<file path="config.mk">
export PLATFORM = sky130hd
export DESIGN_NAME = uart_rx_deframer
export DESIGN_NICKNAME = d
export VERILOG_FILES = /design/src/rtl/uart_rx_deframer.sv
export SDC_FILE = /design/constraint.sdc
export NUM_CORES = 1
export LEC_CHECK = 0
export CORE_MARGIN = 4
export CORE_UTILIZATION = 42
export CTS_BUF_LIST = sky130_fd_sc_hd__clkbuf_8
export DETAILED_ROUTE_END_ITERATION = 7
export GPL_TIMING_DRIVEN = 0
export MAX_ROUTING_LAYER = met4
export PLACE_DENSITY_LB_ADDON = 0.1
export RECOVER_POWER = 25
export SLEW_MARGIN = 0
export SYNTH_ARGS = -nofsm -noshare
export SYNTH_HDL_FRONTEND = slang
export SYNTH_SLANG_ARGS = --single-unit
</file>
<file path="constraint.sdc">
create_clock -name clk -period 2.2 [get_ports clk]
set_clock_uncertainty 0.15 [all_clocks]
set_input_delay 0.22 -clock clk [delete_from_list [all_inputs] [get_ports clk]]
set_output_delay 0.22 -clock clk [all_outputs]
set_load 0.01 [all_outputs]
</file>
<file path="src/rtl/uart_rx_deframer.sv">
// rtl/uart_rx_deframer.sv - oversampled UART receiver returning one data byte per frame with parity/stop error flags
module uart_rx_deframer #(
    parameter int OVERSAMPLE  = 16,
    parameter int SYNC_STAGES = 2
) (
    input  logic       clk,
    input  logic       rst,
    input  logic       sample_tick,
    input  logic       rx_en,
    input  logic       rxd,
    input  logic       dL,
    input  logic [1:0] p,
    input  logic       s,
    output logic [7:0] rx_data,
    output logic       rx_valid,
    output logic       parity_err,
    output logic       frame_err,
    output logic       busy
);
    localparam int TW = $clog2(OVERSAMPLE);
    localparam logic [TW-1:0] MID_TICK  = TW'(OVERSAMPLE / 2 - 1);
    localparam logic [TW-1:0] LAST_TICK = TW'(OVERSAMPLE - 1);

    typedef enum logic [2:0] {IDLE, START, DATA, PARITY, STOP1, STOP2, DONE} state_t;

    state_t                 state;
    logic [SYNC_STAGES-1:0] sync_q;
    logic                   rxs;
    logic [TW-1:0]          tick_cnt;
    logic [2:0]             bit_cnt;
    logic [7:0]             shift_q;
    logic                   ones_q;
    logic                   par_flag;
    logic                   frm_flag;
    logic                   cfg_dl;
    logic [1:0]             cfg_p;
    logic                   cfg_s;
    logic                   counting;
    logic                   sample_now;

    assign rxs = sync_q[SYNC_STAGES-1];

    always_ff @(posedge clk) begin
        if (rst) begin
            sync_q <= '1;
        end else begin
            sync_q <= {sync_q[SYNC_STAGES-2:0], rxd};
        end
    end

    // START samples at half a bit so every later sample (a full bit on) lands mid-bit.
    always_comb begin
        counting   = 1'b0;
        sample_now = 1'b0;
        if (state == START || state == DATA || state == PARITY ||
            state == STOP1 || state == STOP2) begin
            counting = 1'b1;
        end
        if (sample_tick && counting) begin
            sample_now = (state == START) ? (tick_cnt == MID_TICK) : (tick_cnt == LAST_TICK);
        end
    end

    always_ff @(posedge clk) begin
        if (rst) begin
            state      <= IDLE;
            tick_cnt   <= '0;
            bit_cnt    <= '0;
            shift_q    <= '0;
            ones_q     <= 1'b0;
            par_flag   <= 1'b0;
            frm_flag   <= 1'b0;
            cfg_dl     <= 1'b0;
            cfg_p      <= 2'b00;
            cfg_s      <= 1'b0;
            rx_data    <= '0;
            rx_valid   <= 1'b0;
            parity_err <= 1'b0;
            frame_err  <= 1'b0;
            busy       <= 1'b0;
        end else begin
            rx_valid <= 1'b0;
            if (!rx_en) begin
                state    <= IDLE;
                busy     <= 1'b0;
                tick_cnt <= '0;
            end else begin
                if (sample_tick && counting) begin
                    tick_cnt <= sample_now ? '0 : tick_cnt + 1'b1;
                end
                case (state)
                    IDLE: begin
                        if (sample_tick && !rxs) begin
                            state    <= START;
                            busy     <= 1'b1;
                            tick_cnt <= '0;
                            bit_cnt  <= '0;
                            shift_q  <= '0;
                            ones_q   <= 1'b0;
                            par_flag <= 1'b0;
                            frm_flag <= 1'b0;
                            cfg_dl   <= dL;
                            cfg_p    <= p;
                            cfg_s    <= s;
                        end
                    end
                    START: begin
                        if (sample_now) begin
                            if (rxs) begin
                                state <= IDLE;
                                busy  <= 1'b0;
                            end else begin
                                state   <= DATA;
                                bit_cnt <= '0;
                            end
                        end
                    end
                    DATA: begin
                        if (sample_now) begin
                            shift_q[bit_cnt] <= rxs;
                            ones_q           <= ones_q ^ rxs;
                            bit_cnt          <= bit_cnt + 3'd1;
                            // last data bit is index 6 in 7-bit mode, 7 in 8-bit mode
                            if (bit_cnt == {2'b11, cfg_dl}) begin
                                state <= (cfg_p[0] ^ cfg_p[1]) ? PARITY : STOP1;
                            end
                        end
                    end
                    PARITY: begin
                        if (sample_now) begin
                            par_flag <= (cfg_p == 2'b01) ? ~(ones_q ^ rxs) : (ones_q ^ rxs);
                            state    <= STOP1;
                        end
                    end
                    STOP1: begin
                        if (sample_now) begin
                            if (!rxs) begin
                                frm_flag <= 1'b1;
                            end
                            state <= cfg_s ? STOP2 : DONE;
                        end
                    end
                    STOP2: begin
                        if (sample_now) begin
                            if (!rxs) begin
                                frm_flag <= 1'b1;
                            end
                            state <= DONE;
                        end
                    end
                    DONE: begin
                        rx_data    <= shift_q;
                        parity_err <= par_flag;
                        frame_err  <= frm_flag;
                        rx_valid   <= 1'b1;
                        state      <= IDLE;
                        busy       <= 1'b0;
                    end
                    default: begin
                        state <= IDLE;
                        busy  <= 1'b0;
                    end
                endcase
            end
        end
    end
endmodule

</file>
# After elaboration in Yosys (flattened, before gate mapping)
# Cells that the tools add are included.
[op_classes]
add_sub_neg = 2
order_cmp = 2
eq_ne = 21
muxes = 43
n_bitwise = 5
reduce_logical = 24
[ops]
columns = ["operator", "count"]
rows = [
  ["3-bit two-way mux", 12],
  ["2-bit inequality test, second input constant", 9],
  ["3-bit case mux with 6 select lines", 1],
  ["4-bit two-way mux", 4],
  ["8-bit two-way mux", 2],
  ["8-bit case mux with 2 select lines", 1],
  ["1-bit two-way mux", 14],
  ["4-bit AND reduction", 3],
  ["3-bit == test, second input constant", 3],
  ["3-bit case mux with 3 select lines", 1],
  ["8-bit bitwise mux", 1],
  ["7-bit AND reduction", 1],
  ["3-bit by 2-bit == test with 1-bit output, second input constant", 2],
  ["1-bit case mux with 2 select lines", 3],
  ["6-bit AND reduction", 1],
  ["2-bit nonzero test", 3],
  ["5-bit AND reduction", 1],
  ["4-bit by 1-bit adder with 4-bit output, second input constant", 1],
  ["4-bit by 3-bit == test with 1-bit output, second input constant", 1],
  ["4-bit == test, second input constant", 1],
  ["1-bit logical OR", 4],
  ["3-bit by 4-bit < comparator with 1-bit output, second input constant", 1],
  ["2-bit two-way mux", 2],
  ["2-bit by 1-bit inequality test with 1-bit output, second input constant", 2],
  ["17 further kinds", 23],
]
[word_totals]
regBits = 39
in_bits = 9
out_inout_bits = 12

# Longest topological paths before layout
# Gate-level depths: netlist (run 1).
[depth]
word_depth = 12
depth_mapped = 8

# Worst setup path before layout (run 1)
# OpenSTA, ideal clock, no wires.
[synth_path]
kind = "flip-flop to flip-flop"
start = "register state[1]"
end = "register shift_q[3]"
setup_time_ns = 0.067
t_arrival_ns = 1.745
required_time_ns = 1.983
slack_ns = 0.237
stages_incl_launch_ff = 8
n_path_buf = 2
cell_sequence = "dfxtp_1 -> buf_6 -> nor3b_4 -> mux2i_4 -> nand2_4 -> or3_4 -> buf_6 -> o21ai_2"
[synth_between]
elab_chain_cells = 10
[synth_lines]
columns = ["element", "line_no", "source"]
rows = [
  ["start, declared", "26", "state_t state;"],
  ["start signal, assigned", "125", "state <= (cfg_p[0] ^ cfg_p[1]) ? PARITY : STOP1;"],
  ["start signal, assigned", "140", "state <= cfg_s ? STOP2 : DONE;"],
  ["3-bit by 1-bit == test with 1-bit output or 3-bit by 2-bit == test with 1-bit output (tied branches)", "55, 60, 91", ""],
  ["1-bit logical OR (3 in a row)", "55", "if (state == START || state == DATA || state == PARITY ||"],
  ["1-bit logical OR", "56", "state == STOP1 || state == STOP2) begin"],
  ["1-bit two-way mux", "55", ""],
  ["1-bit logical AND", "59", "if (sample_tick && counting) begin"],
  ["1-bit two-way mux", "59", ""],
  ["2-bit inequality test (no line)", "n/a", ""],
  ["4-bit AND reduction (no line)", "n/a", ""],
  ["end signal, assigned by index", "120", "shift_q[bit_cnt] <= rxs;"],
  ["end, declared", "31", "logic [7:0] shift_q;"],
]
# Parallel ways exist; a longest one is shown, timed or not.
# A chain may end at the register's enable or synchronous reset.

# Final worst setup path (run 1)
[layout_path]
start = "register state[1]"
end = "register shift_q[1]"
# Same word-level chain as after synthesis.

==> impl_results.rst, run 1 <==
.. list-table::
   :header-rows: 1

   * - Metric
     - Value
   * - Status
     - completed
   * - CP Buf/Inv Count
     - 2
   * - Setup WS post-layout
     - between 0.1 and 0.15 ns
   * - Die footprint
     - approximately 5800 sq um
   * - Number of rows created at floorplan
     - 24
   * - Stage delay of the slowest cell on the critical path
     - slightly below 0.4 ns
   * - Overall die width
     - between 70 and 80 um
   * - Final Setup Violations
     - 0
   * - Critical path class
     - reg -> reg
   * - Kind of cell with the highest combined delay on the critical path
     - simple AND/OR/NAND/NOR gates
   * - First-pass detailed-route iteration total
     - 4
   * - Initial cell density of the core
     - 0.442
   * - Layout area overhead
     - 19.7%
   * - Period minus WS final
     - 2.08 ns
   * - Placed Area
     - between 2000 and 2500 sq um
   * - Leakage power figure
     - 0.873 nW
   * - Remaining number of nets flagged by the antenna check after routing
     - 0
   * - Maximum clock path buffer count
     - 2
   * - Area fraction of the dominant cell type after synthesis
     - 0.398
   * - Cell with the biggest individual delay on the critical path
     - or3_4
   * - Detailed placement HPWL
     - roughly 3000 um
   * - Layout cell share with drive strength beyond 1
     - 0.163
   * - Setup slack after placement
     - -0.0119 ns
   * - Number of top-level pins
     - 21
   * - Grt ovf
     - 0
   * - Top flip-flop cell by instance count after synthesis
     - dfxtp_1
   * - Mapped Avg Cell Area
     - about 8.6 sq um
   * - WL per Instance
     - between 10 and 15 um
   * - Final Core Density
     - 0.529
   * - Area of the mapped netlist
     - approximately 2000 sq um
   * - Maximum fanout along the worst path
     - 10
   * - Critical path cell sequence
     - buf_6 -> nor3b_4 -> mux2i_4 -> nand2_4 -> or3_4 -> buf_6 -> o21ai_2
   * - Final WL
     - 4270 um
   * - Placed instance count
     - 299
   * - Total count of hold-check failures in the final report
     - 0
   * - Met2 wire length
     - about 1900 um
   * - Required arrival time at the worst endpoint
     - around 2.3 ns
   * - Initial antenna violation count
     - 0
   * - Met1 Wirelength
     - 2180 um
   * - Final setup TNS
     - 0 ns
   * - Max-capacitance violation count
     - 0
   * - Number of warnings printed during yosys synthesis
     - 0
   * - Syn Nets
     - ~240
   * - I/O Buffers
     - 18
   * - Highest clock rate
     - between 0.4 and 0.5 GHz
   * - Routed wl met3
     - ~180 um
   * - WHS
     - just over 0.2 ns
   * - Total of fill cells in the finished design
     - 424
   * - Top routing layer used
     - met4
   * - Least-Margin Pin Slew
     - approximately 0.65 ns
   * - Clock sinks
     - 39
   * - Crit-path most repeated cell
     - buf_6
   * - CTS buffer count
     - 5
   * - Post-route fraction of the period consumed by the critical path
     - 0.946
   * - Antenna fix cells
     - 0
   * - Net count of the finished layout
     - roughly 270
   * - Most common library cell in the layout ignoring fill and taps
     - dfxtp_1
   * - Cell types with the largest area share after synthesis
     - dfxtp_1 (40%), nand2_1 (7.1%), a21oi_1 (4.3%)
   * - Clk Tree Root Cell
     - clkbuf_8
   * - Number of design-rule violations left by the first detailed-router iteration
     - 99
   * - PnR Total Power
     - about 1.4 mW
   * - Count of unique library cells instantiated by Yosys
     - 46
   * - Largest area contributor in the netlist
     - dfxtp_1
   * - Final non-filler cell total
     - a little over 300
   * - Number of instances in the synthesized netlist
     - between 200 and 250
   * - Height of the chip
     - ~76 um
   * - Post-synthesis register bit count
     - 39
   * - Min-delay worst type
     - in -> reg
   * - Number of H-tree levels
     - 2
   * - Wire length of the first global-routing pass
     - 7400 um
   * - Number of synthesized flops with an enable pin
     - 0
   * - Power per unit of standard cell area
     - ~600 nW/um^2
   * - Aggregate global-route resource usage
     - 0.161
   * - Largest net degree at the start of global routing
     - 14
   * - Drt drc
     - 0
   * - Global placer's final weighted congestion
     - approximately 0.81
   * - Insertion delay to the later sink of the worst-skew pair
     - 0.29 ns
   * - Async set-reset flop share out of synthesis
     - 0
   * - Endpoint type of the worst setup path
     - flop
   * - Type of element launching the critical path
     - flop
   * - Arrival time of the worst setup path
     - 2.16 ns
   * - TritonCTS clock tree
     - yes
   * - Fin. max-slew vios
     - 0
   * - Final Cell Area
     - about 2300 sq um
   * - Worst IR drop on VDD
     - about 0.61 mV
   * - DR vias
     - about 1700
   * - Core Box Area
     - approximately 4400 sq um
   * - Relative max-transition margin
     - 0.563
   * - Worst R2R Setup Slack
     - 0.12 ns
   * - Vias in the first global route
     - approximately 1500
   * - Worst-path clk slew
     - around 0.08 ns
   * - Number of vias per cell after detailed routing
     - about 5.4
   * - Share of synthesized area occupied by flip-flops and latches
     - 0.398
   * - RSZ-0062 raised after global routing
     - false
   * - Leading cell types in the layout, fill and taps excluded
     - dfxtp_1 (39), nand2_1 (37), a21oi_1 (17)
[path summary, 6_finish.rpt]
check	from	endpoint	cells past startpoint
min	rx_en	state[0]	3
min reg2reg	sync_q[0]	sync_q[1]	1
max	state[1]	shift_q[1]	7
max reg2reg	state[1]	shift_q[1]	7
[Yosys cell counts, drive strengths merged, types with 2 or more instances]
cell type,number
dfxtp,39
nand2,38
a21oi,17
nor2,15
o21ai,11
o211ai,10
clkbuf,9
or3,8
buf,7
mux2i,7
nand3,7
inv,6
nand4,6
nand3b,5
nor3,5
xor2,5
a31oi,3
ha,3
nand2b,3
nor2b,3
o22ai,3
or2,3
and3,2
nor3b,2
xnor2,2
[layout make-up]
| type | instances | area [sq um] | area share |
|---|---|---|---|
| clock buffers | 5 | 68.8 | 0.0293 |
| inverters | 6 | 22.5 | 0.00958 |
| well taps | 52 | 65.1 | 0.0277 |
| flip-flops and latches | 39 | 781 | 0.332 |
| repair buffers | 21 | 203 | 0.0863 |
| plain buffers | 16 | 87.6 | 0.0373 |
| multi-input cells | 168 | 1080 | 0.459 |
| clock inverters | 3 | 43.8 | 0.0186 |
[flip-flops by register name, indices dropped and copies added, names as in the netlist, 2 cells and up]
register and cells:
tick_cnt 4, bit_cnt 3, rx_data 8, state 3, cfg_p 2, sync_q 2, shift_q 8
[layer usage]
layer,vias to the layer above,global-route usage
li1,865,-
met1,757,0.221
met2,35,0.234
met3,6,0.0378
met4,0,0.0489
met5,-,-
[worst min-delay path, cell delays in order]
cell and delay, ns:
clkbuf_1 0.19, nand2b_1 0.15, nor2_1 0.05
[power by group]
group	switching, mW	internal, mW
registers	0.00183	0.709
logic	0.0378	0.0291
clock network	0.273	0.338
total	0.313	1.08
[kinds of logic after synthesis]
group / share of synthesized area
DFF: 0.398
xor gates and xnor gates: 0.0312
buffers and inverters: 0.0561
AOI/OAI and AO/OA: 0.184
and+or+nand+nor: 0.270
adders and majority gates: 0.0191
muxes: 0.0421
[timing repair]
item,4_1_cts,5_1_grt
hold buffers,0,0
setup buffers,0,3
resized for setup,0,1
endpoints found under the setup margin,0,6
Power figures use the tool's default switching activity.
==> run 2: changes to the inputs <==
- REMOVE_ABC_BUFFERS: unset -> 1
==> run 2 against run 1 <==
Compared with the run above: sequential cell count is the same; wire length is 8.7% lower; hold slack improved by 0.068 ns; fmax rose by 1.3%; via count fell by 3.5%; global-route usage shrank 1.8 points; total power up 5.6%; combinational power shrank 8.7%; non-clock buffer count down 15; sequential share of layout area up 1.1 points; critical path type unchanged; critical endpoint is now shift_q[6]; highest routed layer unchanged.
==> impl_results.rst, run 2 (synthesis gave the netlist of run 1 again) <==
.. list-table::
   :header-rows: 1

   * - Metric
     - Value
   * - Layout cell share with drive strength beyond 1
     - 0.152 (-0.0105)
   * - Remaining number of nets flagged by the antenna check after routing
     - 0 (unchanged)
   * - Fin. max-slew vios
     - 0 (unchanged)
   * - Internal power
     - 1.19 mW (+10%)
   * - Endpoint type of the worst setup path
     - flop
   * - Number of design-rule violations left by the first detailed-router iteration
     - 77 (-22%)
   * - DR vias
     - 1604 (-3.5%)
   * - Setup WS post-layout
     - 0.145 ns (+0.0258 ns)
   * - Switching power share of the total
     - 0.191 (-0.0345)
   * - Clock network fraction of design power
     - 0.471 (+0.031)
   * - I/O Buffers
     - 20 (+2)
   * - Leakage power figure
     - 0.838 nW (-4.0%)
   * - Period minus WS final
     - 2.05 ns (-0.0258 ns)
   * - Final WL
     - 3900 um (-8.7%)
   * - Status
     - completed
   * - Maximum fanout along the worst path
     - 20 (+10)
   * - Net count of the finished layout
     - 254 (-5.6%)
   * - Max-capacitance violation count
     - 0 (unchanged)
   * - Kind of cell with the highest combined delay on the critical path
     - simple AND/OR/NAND/NOR gates
   * - Arrival time of the worst setup path
     - 2.13 ns (-0.03 ns)
   * - Wire length of the first global-routing pass
     - 6610 um (-11%)
   * - Drt drc
     - 0 (unchanged)
   * - Global placer's final weighted congestion
     - 0.807 (about the same)
   * - Initial antenna violation count
     - 0 (unchanged)
   * - Clock sinks
     - 39 (unchanged)
   * - Maximum clock path buffer count
     - 2 (unchanged)
   * - Number of vias per cell after detailed routing
     - 5.44 (+1.4%)
   * - CTS buffer count
     - 5 (unchanged)
   * - Highest clock rate
     - 0.487 GHz (+1.3%)
   * - Final setup TNS
     - 0 ns (unchanged)
   * - Post-route fraction of the period consumed by the critical path
     - 0.934 (-0.0117)
   * - Core Box Area
     - 4440 sq um (unchanged)
   * - Type of element launching the critical path
     - flop
   * - Setup slack after placement
     - -0.321 ns (-0.310 ns)
   * - Net switching power of the design
     - 0.279 mW (-11%)
   * - Least-Margin Pin Slew
     - 1.10 ns (+0.450 ns)
   * - Insertion delay to the later sink of the worst-skew pair
     - 0.29 ns (about the same)
   * - Leading cell types in the layout, fill and taps excluded
     - nand2_1 (37), dfxtp_1 (36), a21oi_1 (17)
   * - RSZ-0062 raised after global routing
     - false
   * - CP Buf/Inv Count
     - 0 (-2)
   * - Clk Tree Root Cell
     - clkbuf_8
   * - Registers with the most flip-flops
     - rx_data (8), shift_q (8), tick_cnt (4)
   * - Worst-path clk slew
     - 0.07 ns (about the same)
   * - Power per unit of standard cell area
     - 638 nW/um^2 (+8.0%)
   * - Number of H-tree levels
     - 2 (unchanged)
   * - TritonCTS clock tree
     - yes
   * - Number of rows created at floorplan
     - 24 (unchanged)
   * - Overall die width
     - 76.4 um (unchanged)
   * - Grt ovf
     - 0 (unchanged)
   * - Gate power share
     - 0.042 (-0.006)
   * - Die footprint
     - 5830 sq um (unchanged)
   * - Critical path cell sequence
     - or3_1 -> and3_1 -> nand2_4 -> or3_4 -> o21ai_2
   * - Layout area overhead
     - 17.0%
   * - Most common library cell in the layout ignoring fill and taps
     - nand2_1
   * - First-pass detailed-route iteration total
     - 4 (unchanged)
   * - Vias in the first global route
     - 1391 (-8.6%)
   * - Worst IR drop on VDD
     - 0.249 mV (-59%)
   * - Largest net degree at the start of global routing
     - 27 (+13)
   * - Total count of hold-check failures in the final report
     - 0 (unchanged)
   * - Required arrival time at the worst endpoint
     - 2.27 ns (about the same)
   * - Stage delay of the slowest cell on the critical path
     - 0.57 ns (+0.18 ns)
   * - Aggregate global-route resource usage
     - 0.142 (-0.0182)
   * - Initial cell density of the core
     - 0.442 (unchanged)
   * - Fraction of power consumed by sequential logic
     - 0.487 (-0.025)
   * - Min-delay worst type
     - reg -> reg
   * - Antenna fix cells
     - 0 (unchanged)
   * - Final Setup Violations
     - 0 (unchanged)
   * - Cell with the biggest individual delay on the critical path
     - dfxtp_2
   * - WL per Instance
     - 13.2 um (-4.1%)
   * - Critical path class
     - reg -> reg
   * - WHS
     - 0.270 ns (+0.0682 ns)
   * - Relative max-transition margin
     - 0.265 (-0.298)
   * - Detailed placement HPWL
     - 2740 um (-7.4%)
   * - Height of the chip
     - 76.4 um (unchanged)
   * - Number of top-level pins
     - 21 (unchanged)
run 2: final cells by class:
class | count | area [sq um]
clock buffers | 5 | 68.8
clock inverters | 3 | 63.8
fillers | 459 | 2150
inverters | 6 | 22.5
multi-input cells | 168 | 1080
flip-flops and latches | 39 | 787
well taps | 52 | 65.1
repair buffers | 22 | 209
run 2: path summary, 6_finish.rpt:
kind	from	to	slack (ns)	depth (start not counted)
worst min register to register	sync_q[0]	sync_q[1]	0.27	1
worst min-delay path	sync_q[0]	sync_q[1]	0.27	1
worst max-delay path	state[1]	shift_q[6]	0.15	5
worst max register to register	state[1]	shift_q[6]	0.15	5
run 2: routing by layer:
| layer | wire length [um] | track usage | part of all wire |
|---|---|---|---|
| met1 | 2000 | 0.189 | 0.51 |
| met2 | 1660 | 0.203 | 0.43 |
| met3 | 163 | 0.0402 | 0.042 |
| met4 | 68 | 0.0580 | 0.017 |
| met5 | 0 | - | 0 |
run 2: what timing repair did:
item                                   4_1_cts  5_1_grt
setup endpoints to repair                   15       16
hold buffers                                 0        0
resized for setup                            4        3
setup buffers                                2        0
endpoints found under the hold margin        0        0
gates cloned                                 0        0
run 2: power groups by stage:
stage               clock, mW  combinational, mW  sequential, mW
floorplan                   0             0.0305           0.729
global placement            0             0.0614           0.731
detailed placement          0             0.0614           0.731
CTS                     0.714             0.0631           0.715
global route            0.740             0.0680           0.714
finish                  0.691             0.0611           0.714
run 2: metrics by stage:
step / utilization / instances / power [mW] / cell area, sq um
2_1_floorplan: - / 213 / 0.760 / 1880
3_3_place_gp: 0.482 / 285 / 0.792 / 2140
3_5_place_dp: 0.482 / 285 / 0.792 / 2140
4_1_cts: 0.517 / 295 / 1.49 / 2300
5_1_grt: 0.517 / 295 / 1.52 / 2300
6_report: 0.517 / 295 / 1.47 / 2300
